**config.mk**
```make
export PLATFORM = sky130hd
export DESIGN_NAME = uart_frame_parser
export DESIGN_NICKNAME = d
export VERILOG_FILES = /design/src/rtl/uart_frame_pkg.sv /design/src/rtl/uart_frame_buf.sv /design/src/rtl/uart_frame_parser.sv
export SDC_FILE = /design/constraint.sdc
export NUM_CORES = 1
export LEC_CHECK = 0
export ABC_AREA = 1
export BUFFER_PORTS_ARGS = -buffer_cell sky130_fd_sc_hd__buf_2
export CORE_ASPECT_RATIO = 1.5
export CORE_MARGIN = 3
export CORE_UTILIZATION = 40
export DETAILED_ROUTE_END_ITERATION = 12
export HOLD_SLACK_MARGIN = 0.03
export PLACE_DENSITY = 0.54
export SLEW_MARGIN = 20
export SYNTH_ARGS = -nofsm -noshare
export SYNTH_HDL_FRONTEND = slang
export SYNTH_SLANG_ARGS = --single-unit
```
**constraint.sdc**
```tcl
create_clock -name clk -period 5.3 [get_ports clk]
set_input_delay 0.53 -clock clk [delete_from_list [all_inputs] [get_ports clk]]
set_output_delay 0.53 -clock clk [all_outputs]
set_load 0.01 [all_outputs]
```
**src/rtl/uart_frame_pkg.sv**
```systemverilog
// uart_frame_pkg: shared definitions for the UART frame parser.
//   state_e        - parser FSM state encoding
//   ERR_*          - err_code values reported with frame_err
//   HDR*_DEFAULT   - default frame header bytes
`timescale 1ns/1ps
package uart_frame_pkg;

    typedef enum logic [2:0] {
        ST_IDLE    = 3'd0,
        ST_HDR     = 3'd1,
        ST_LEN     = 3'd2,
        ST_PAYLOAD = 3'd3,
        ST_CSUM    = 3'd4,
        ST_SEND    = 3'd5
    } state_e;

    localparam logic [1:0] ERR_NONE    = 2'd0;
    localparam logic [1:0] ERR_LEN     = 2'd1;
    localparam logic [1:0] ERR_CSUM    = 2'd2;
    localparam logic [1:0] ERR_TIMEOUT = 2'd3;

    localparam logic [7:0] HDR0_DEFAULT = 8'h55;
    localparam logic [7:0] HDR1_DEFAULT = 8'hAA;

endpackage

```
**src/rtl/uart_frame_buf.sv**
```systemverilog
// uart_frame_buf: payload storage, DEPTH x 8 bits.
//   clk_i    - system clock
//   we_i     - write enable
//   waddr_i  - write address
//   wdata_i  - write data
//   raddr_i  - read address
//   rdata_o  - read data (combinational)
// The array has no reset; contents are only read after being written.
`timescale 1ns/1ps
module uart_frame_buf #(
    parameter int DEPTH = 16,
    parameter int AW    = 4
) (
    input  logic          clk_i,
    input  logic          we_i,
    input  logic [AW-1:0] waddr_i,
    input  logic [7:0]    wdata_i,
    input  logic [AW-1:0] raddr_i,
    output logic [7:0]    rdata_o
);

    logic [7:0] mem_q [DEPTH];

    always_ff @(posedge clk_i) begin
        if (we_i) begin
            mem_q[waddr_i] <= wdata_i;
        end
    end

    assign rdata_o = mem_q[raddr_i];

endmodule

```
**src/rtl/uart_frame_parser.sv**
```systemverilog
// uart_frame_parser: parses HDR0 HDR1 LEN payload CSUM frames from a byte
// stream and replays a checked payload on a valid/ready output.
//   clk, rst_n          - clock, asynchronous active-low reset
//   data_in, data_vld   - incoming byte and its one-cycle strobe
//   m_data, m_valid,
//   m_ready, m_last     - payload output handshake
//   frame_ok            - pulse: frame passed its checksum
//   frame_err, err_code - pulse + reason: 1 length, 2 checksum, 3 timeout
//   drop                - pulse: byte discarded while sending
`timescale 1ns/1ps
module uart_frame_parser
    import uart_frame_pkg::*;
#(
    parameter int         MAX_LEN = 16,
    parameter int         TIMEOUT = 209220,
    parameter logic [7:0] HDR0    = HDR0_DEFAULT,
    parameter logic [7:0] HDR1    = HDR1_DEFAULT
) (
    input  logic       clk,
    input  logic       rst_n,
    input  logic [7:0] data_in,
    input  logic       data_vld,
    output logic [7:0] m_data,
    output logic       m_valid,
    input  logic       m_ready,
    output logic       m_last,
    output logic       frame_ok,
    output logic       frame_err,
    output logic [1:0] err_code,
    output logic       drop
);

    localparam int         AW        = (MAX_LEN > 1) ? $clog2(MAX_LEN) : 1;
    localparam int         TW        = $clog2(TIMEOUT + 1);
    localparam logic [7:0] MAX_LEN_B = 8'(MAX_LEN);
    localparam logic [TW-1:0] TMO_LAST = TW'(TIMEOUT - 1);

    state_e        state_q;
    logic [TW-1:0] tmo_q;
    logic [AW-1:0] len_m1_q;   // LEN-1, so indices compare directly against it
    logic [7:0]    sum_q;
    logic [AW-1:0] wr_idx_q;
    logic [AW-1:0] rd_idx_q;   // index of the byte currently on m_data
    logic [7:0]    m_data_q;
    logic          m_valid_q;
    logic          m_last_q;
    logic          frame_ok_q;
    logic          frame_err_q;
    logic [1:0]    err_code_q;
    logic          drop_q;

    logic          buf_we_d;
    logic [AW-1:0] rd_nxt_d;
    logic [AW-1:0] rd_addr_d;
    logic [7:0]    rd_data;

    assign buf_we_d  = (state_q == ST_PAYLOAD) && data_vld;
    assign rd_nxt_d  = rd_idx_q + AW'(1);
    // Before the first beat is loaded, fetch byte 0; afterwards prefetch the next one.
    assign rd_addr_d = m_valid_q ? rd_nxt_d : '0;

    uart_frame_buf #(
        .DEPTH (MAX_LEN),
        .AW    (AW)
    ) u_buf (
        .clk_i   (clk),
        .we_i    (buf_we_d),
        .waddr_i (wr_idx_q),
        .wdata_i (data_in),
        .raddr_i (rd_addr_d),
        .rdata_o (rd_data)
    );

    always_ff @(posedge clk or negedge rst_n) begin
        if (!rst_n) begin
            state_q     <= ST_IDLE;
            tmo_q       <= '0;
            len_m1_q    <= '0;
            sum_q       <= '0;
            wr_idx_q    <= '0;
            rd_idx_q    <= '0;
            m_data_q    <= '0;
            m_valid_q   <= 1'b0;
            m_last_q    <= 1'b0;
            frame_ok_q  <= 1'b0;
            frame_err_q <= 1'b0;
            err_code_q  <= ERR_NONE;
            drop_q      <= 1'b0;
        end else begin
            frame_ok_q  <= 1'b0;
            frame_err_q <= 1'b0;
            err_code_q  <= ERR_NONE;
            drop_q      <= 1'b0;

            case (state_q)
                ST_IDLE: begin
                    if (data_vld && data_in == HDR0) state_q <= ST_HDR;
                end
                ST_HDR: begin
                    if (data_vld) begin
                        if (data_in == HDR1)      state_q <= ST_LEN;
                        else if (data_in != HDR0) state_q <= ST_IDLE;
                    end
                end
                ST_LEN: begin
                    if (data_vld) begin
                        if (data_in == 8'd0 || data_in > MAX_LEN_B) begin
                            frame_err_q <= 1'b1;
                            err_code_q  <= ERR_LEN;
                            state_q     <= ST_IDLE;
                        end else begin
                            len_m1_q <= AW'(data_in - 8'd1);
                            sum_q    <= data_in;
                            wr_idx_q <= '0;
                            state_q  <= ST_PAYLOAD;
                        end
                    end
                end
                ST_PAYLOAD: begin
                    if (data_vld) begin
                        sum_q    <= sum_q + data_in;
                        wr_idx_q <= wr_idx_q + AW'(1);
                        if (wr_idx_q == len_m1_q) state_q <= ST_CSUM;
                    end
                end
                ST_CSUM: begin
                    if (data_vld) begin
                        if (data_in == sum_q) begin
                            frame_ok_q <= 1'b1;
                            rd_idx_q   <= '0;
                            state_q    <= ST_SEND;
                        end else begin
                            frame_err_q <= 1'b1;
                            err_code_q  <= ERR_CSUM;
                            state_q     <= ST_IDLE;
                        end
                    end
                end
                ST_SEND: begin
                    // The parser is busy replaying; incoming bytes are lost.
                    if (data_vld) drop_q <= 1'b1;
                    if (!m_valid_q) begin
                        // First SEND cycle coincides with frame_ok; present byte 0 next.
                        m_valid_q <= 1'b1;
                        m_data_q  <= rd_data;
                        m_last_q  <= (len_m1_q == '0);
                    end else if (m_ready) begin
                        if (m_last_q) begin
                            m_valid_q <= 1'b0;
                            m_last_q  <= 1'b0;
                            state_q   <= ST_IDLE;
                        end else begin
                            rd_idx_q <= rd_nxt_d;
                            m_data_q <= rd_data;
                            m_last_q <= (rd_nxt_d == len_m1_q);
                        end
                    end
                end
                default: state_q <= ST_IDLE;
            endcase

            // Inter-byte timeout; an accepted byte in the same cycle takes priority.
            if ((state_q inside {ST_HDR, ST_LEN, ST_PAYLOAD, ST_CSUM}) && !data_vld) begin
                if (tmo_q == TMO_LAST) begin
                    tmo_q       <= '0;
                    frame_err_q <= 1'b1;
                    err_code_q  <= ERR_TIMEOUT;
                    state_q     <= ST_IDLE;
                end else begin
                    tmo_q <= tmo_q + TW'(1);
                end
            end else begin
                tmo_q <= '0;
            end
        end
    end

    assign m_data    = m_data_q;
    assign m_valid   = m_valid_q;
    assign m_last    = m_last_q;
    assign frame_ok  = frame_ok_q;
    assign frame_err = frame_err_q;
    assign err_code  = err_code_q;
    assign drop      = drop_q;

endmodule

```
# Word-level counts from Yosys, hierarchy flattened
# Memory sizes are Yosys's and may differ from the RTL's.
# Index checks and enable logic that the tools add are counted.
[totals] word_cells=122 regBits=56 memories=1 out_inout_bits=15 ramBits=128 inputBits=12
[memory_table] name="u_buf.mem_q" words=16 word_bits=8 read_ports=1 rd_clocked_by_memory_dff=0 wr=1 line="uart_frame_buf.sv:22" text="logic [7:0] mem_q [DEPTH];"
[classes] n_eq_ne=22 bitwise=1 add_sub_neg=5 order_cmp=1 mux=63 n_reduce_logical=16
[ops] cell="8-bit two-way mux" count=6
[ops] cell="3-bit two-way mux" count=14
[ops] cell="18-bit two-way mux" count=2
[ops] cell="4-bit two-way mux" count=9
[ops] cell="1-bit two-way mux" count=21
[ops] cell="2-bit != test (second input constant)" count=10
[ops] cell="18-bit by 1-bit adder with 18-bit output (second input constant)" count=1
[ops] cell="18-bit equality test (second input constant)" count=1
[ops] cell="3-bit one-hot mux with 6 select lines" count=1
[ops] cell="4-bit one-hot mux with 2 select lines" count=2
[ops] cell="8-bit one-hot mux with 2 select lines" count=1
[ops] cell="2-bit two-way mux" count=5
[ops] cell="4-bit by 1-bit adder with 4-bit output (second input constant)" count=2
[ops] cell="8-bit adder" count=1
[ops] cell="4-bit equality test" count=2
[ops] cell="8-bit by 7-bit equality test with 1-bit output (second input constant)" count=1
[ops] cell="8-bit equality test" count=1
[ops] cell="8-bit equality test (second input constant)" count=1
[ops] cell="8-bit by 5-bit > comparator with 1-bit output (second input constant)" count=1
[ops] cell="8-bit zero test" count=1
[ops] cell="8-bit by 7-bit != test with 1-bit output (second input constant)" count=1
[ops] cell="3-bit by 2-bit equality test with 1-bit output (second input constant)" count=2
[ops] cell="3-bit equality test (second input constant)" count=2
[ops] cell="3-bit AND reduction" count=2
[ops] cell="other kinds (15)" count=18

# Longest topological paths before layout
[logic_depth] ltp_word=7 ltp_mapped=12

# Modules after synthesis
# From an unflattened synthesis, not the netlist that was laid out.
[hier_totals] cells_unflattened=989 hier_area_um2=8963.6
[by_module_without_submodules] mod="uart_frame_buf" cells_per_inst=543 area_each_um2=5606.6 n_inst=1
[by_module_without_submodules] mod="uart_frame_parser" cells_per_inst=446 area_each_um2=3357.0 n_inst=1

# Least setup slack after synthesis
# No wires, ideal clock.
[synth_timing] kind="input-to-reg" start="in data_in[0]" end="reg sum_q[6]" stages=9 arrival_ns=1.696 setup_ns=0.118 n_path_buf=0 path_slack_ns=3.486 path_cell_list="ha_1 -> inv_1 -> fa_1 -> o21ai_0 -> nand3_1 -> nand2_1 -> nand2_1 -> nand4_1 -> nand2_1"
[synth_between] elab_chain_cells=4 word_cells_on_any_way=8 cone_classes="add/sub (1); order compare (1); eq/ne (1); mux (2); reduce/logical (3)"
[synth_lines] element="start: declaration" line="uart_frame_parser.sv:21" text="input logic [7:0] data_in,"
[synth_lines] element="8-bit by 5-bit > comparator with 1-bit output or 8-bit zero test (tied branches)" line="uart_frame_parser.sv:107" text="if (data_in == 8'd0 || data_in > MAX_LEN_B) begin"
[synth_lines] element="1-bit logical OR" line="uart_frame_parser.sv:107"
[synth_lines] element="2-bit != test (no source line)"
[synth_lines] element="4-bit AND reduction (no source line)"
[synth_lines] element="end signal: assignment" line="uart_frame_parser.sv:113" text="sum_q <= data_in;"
[synth_lines] element="end signal: assignment" line="uart_frame_parser.sv:121" text="sum_q <= sum_q + data_in;"
[synth_lines] element="end: declaration" line="uart_frame_parser.sv:41" text="logic [7:0] sum_q;"
# Several ways; a longest one is shown, not always the timed one. The select of a mux whose other input is x is not followed.
# A chain may end at the register's enable or synchronous reset.

# Worst setup path in the final report
[layout_timing] start="reg state_q[2]" end="mem u_buf.mem_q[14][5], enable pin"
[layout_between] elab_chain_cells=4
[layout_lines] element="start: declaration" line="uart_frame_parser.sv:38" text="state_e state_q;"
[layout_lines] element="start signal: assignment" line="uart_frame_parser.sv:76" text="state_q <= ST_IDLE;"
[layout_lines] element="start signal: assignment" line="uart_frame_parser.sv:97" text="if (data_vld && data_in == HDR0) state_q <= ST_HDR;"
[layout_lines] element="start signal: assignment" line="uart_frame_parser.sv:101" text="if (data_in == HDR1) state_q <= ST_LEN;"
[layout_lines] element="3-bit by 2-bit equality test with 1-bit output" line="uart_frame_parser.sv:57" text="assign buf_we_d = (state_q == ST_PAYLOAD) && data_vld;"
[layout_lines] element="1-bit logical AND" line="uart_frame_parser.sv:57"
[layout_lines] element="1-bit two-way mux" line="uart_frame_buf.sv:25" text="if (we_i) begin"
[layout_lines] element="1-bit two-way mux (not written as such)" line="uart_frame_buf.sv:26" text="mem_q[waddr_i] <= wdata_i;"
[layout_lines] element="end: declaration" line="uart_frame_buf.sv:22"
# No other way between the ends.

==> metrics.md <==
| Metric | Value |
|---|---|
| Outcome | complete, no violations |
| Hold crit path type | input port to async pin |
| DRT antenna net count | 0 |
| Final period demand of the worst path | around 2900 ps |
| Final Cycle Share | 54.9% |
| GRT Total Usage | 19.5% |
| Share of layout cells above drive strength 1 | 7.99% |
| CTS buffer count | 17 |
| First DRT Iteration DRCs | 333 |
| Grt peak-use layer | met2 |
| Root buffer cell | clkbuf_16 |
| Fin area | 9760 µm² |
| Number of antenna diodes | 0 |
| First-pass GRT wire length | 35.4 mm |
| Synth area leader | edfxtp_1 |
| Clock transition at path regs | roughly 70 ps |
| Io pins | 27 |
| Multi-input gate area | approximately 2900 µm² |
| Top FF cell, synth | edfxtp_1 |
| Residual DRC | 0 |
| Yosys warns | 0 |
| Routed WL per cell | 17.5 µm |
| Slew @ Worst Pin | 873 ps |
| Mapped Area | 8810 µm² |
| CTS tree | built |
| Worst R2R End | u_buf.mem_q[14][5] |
| Routed wire length | 22.2 mm |
| Setup WS pre-CTS | approximately 2300 ps |
| Distinct cells, synth | 36 |
| Drt first pass iters | 5 |
| Initial antenna violation count | 0 |
| Nets | 1,017 |
| Fillcell total | 2,078 |
| Final Worst Setup Slack | 2390 ps |
| Max-cap violations | 0 |
| Placed cell areas | 9180 µm² |
| Worst r2r path cells | 7 |
| Reg2Reg Setup Slack | 2390 ps |
| Latest clock arrival within the worst-skew pair | 430 ps |
| Leakage | ~4.3 nW |
| Reg area | around 5200 µm² |
| Comb pwr share | between 3 and 4% |
| Hpwl dp | between 10 and 15 mm |
| Clk sinks | 184 |
| M1 GR Usage | 22.2% |
| Int Pwr | 0.00227 W |
| Worst path arrival time | 2970 ps |
| Clock Skew | 7.59 ps |
| Core area | roughly 21,000 µm² |
| Sw frac | about 22% |
| Maximum vdd drop | 179 µV |
| Gr ovfl total | 0 |
| Syn Nets | 994 |
| Die area | between 20,000 and 25,000 µm² |
| Pins Over Slew Limit | 0 |
| Vias per cell | 5.02 |
| Relative slew slack | 41.4% |
| Initial Utilization | between 40% and 50% |
| Post-synth EDFFs | approximately 130 |
| Commonest non-fill, non-tap cells in the layout | 291 x nand2_1, 128 x edfxtp_1, 127 x inv_1 |
| Worst r2r src | state_q[2] |
| Power Total | 0.00292 W |
| Die X | approximately 130 µm |
| Total number of vias | around 6,400 |
| Syn Inst Count | 965 |
| Post-CTS Setup Repair Bufs | 0 |
| Synth area leaders | edfxtp_1 44%, dfrtp_1 16%, nand2_1 12% |
| Row Count | 65 |
| CTS H-tree lvls | 4 |
| Area grow syn2layout | 10.8% |
| Post_cts resized | 0 |
| Most common cell after layout, fill and taps aside | nand2_1 |
| Vias in the first global route | 6,505 |
| Max Fclk | approximately 340 MHz |
| FF+latch count, synth | 184 |
| Syn avg cell area | 9.13 µm² |
| Met3 usage | 4.05% |
| Worst EP required | approximately 5400 ps |
| Final setup fails | 0 |
| Sequential element share of the synthesized area | ~60% |
| CP Launch Type | flop |
| Pwr dens | around 300 nW/µm² |
| Hold buffers post-CTS | 0 |
| Worst Setup End Kind | flop |
| Routability-driven placement congestion ratio | 0.837 |
| Largest net degree at the start of global routing | 73 |
| Switching power total | 0.000643 W |
| Clock buffer depth | 2 |
| RSZ-0062 raised after global routing | no |
| Critical path type | flop to flop |
| Die height | 188 µm |
| FFs w/ async S/R, synth | 30.4% |
| M2 GR Usage | 35.3% |
| Yosys top cell area share | between 40 and 50% |
| Setup TNS | 0 ps |
| Worst-path fanout max | 11 |
| Reg power frac | a little over half |
| Fin. Hold Viols | 0 |
| Clock power share | 43.3% |
| I/O Buffers | 26 |
==> worst max-delay path by stage <==
stage | from | end | depth (start not counted)
after CTS | state_q[2] | u_buf.mem_q[14][6] | 7
after global routing | state_q[2] | u_buf.mem_q[14][7] | 7
after floorplan | data_in[0] | sum_q[6] | 9
after global placement | state_q[2] | u_buf.mem_q[14][6] | 7
final | state_q[2] | u_buf.mem_q[14][5] | 7
after detailed placement | state_q[2] | u_buf.mem_q[14][6] | 7
==> synthesized netlist by cell type, drive strengths merged (10+ instances only) <==
master,count
nand2,294
dfrtp,56
nand3,109
buf,22
o21ai,32
edfxtp,128
nor3,11
o211ai,10
inv,136
ha,16
nor2,96
a21oi,20
==> metrics by stage <==
stage / hold slack, ps / utilization, % / cells
5_1_grt: 287 / 45.8 / 1269
3_3_place_gp: 461 / 42.8 / 1235
2_1_floorplan: 234 / - / 965
6_report: 236 / 45.8 / 1269
4_1_cts: 265 / 45.8 / 1269
3_5_place_dp: 461 / 43.1 / 1237
==> critical path, stage by stage, from the launching register on <==
cell and delay [ps]:
dfrtp_1 400, inv_2 110, nand2_1 90, nor2_1 670
nand2_1 150, inv_1 200, nand2_1 210, nor2_1 700
==> state kept, by name (all words and copies together) (netlist names) <==
register and count:
frame_ok 1, frame_err 1, m_last 1, m_data 8, sum_q 8, wr_idx_q 4, state_q 3, u_buf.mem_q 128
m_valid 1, len_m1_q 4, drop 1, err_code 2, tmo_q 18, rd_idx_q 4
==> cell type report <==
class / count / share of cell area [%]
Tap cell: 268 / 3.44
Multi-Input combinational cell: 620 / 29.7
Sequential cell: 184 / 53.8
Clock inverter: 13 / 1.50
Inverter: 136 / 5.26
Timing Repair Buffer: 29 / 1.90
Clock buffer: 19 / 4.44
==> power groups by stage <==
stage          Sequential (W)  Clock (W)  Combinational [W]
2_1_floorplan         0.00158          0          0.0000514
4_1_cts               0.00155    0.00129           0.000103
3_5_place_dp          0.00158          0           0.000102
6_report              0.00155    0.00126           0.000101
3_3_place_gp          0.00158          0           0.000102
5_1_grt               0.00155    0.00134           0.000116
==> kinds of logic after synthesis <==
family / after synthesis / synth area share [%]
buffers and inverters: 161 / 7.56
AOI/OAI and AO/OA: 68 / 4.29
and+or+nand+nor: 523 / 24.9
DFF: 184 / 59.5
adders and majority gates: 17 / 2.50
xor gates and xnor gates: 12 / 1.19
==> per-layer routing <==
layer	up-vias	wire, µm
met5	-	0
met3	43	649
met4	0	782
met1	3028	8840
met2	117	11900
li1	3181	-
(Power assumes the default switching activity.)
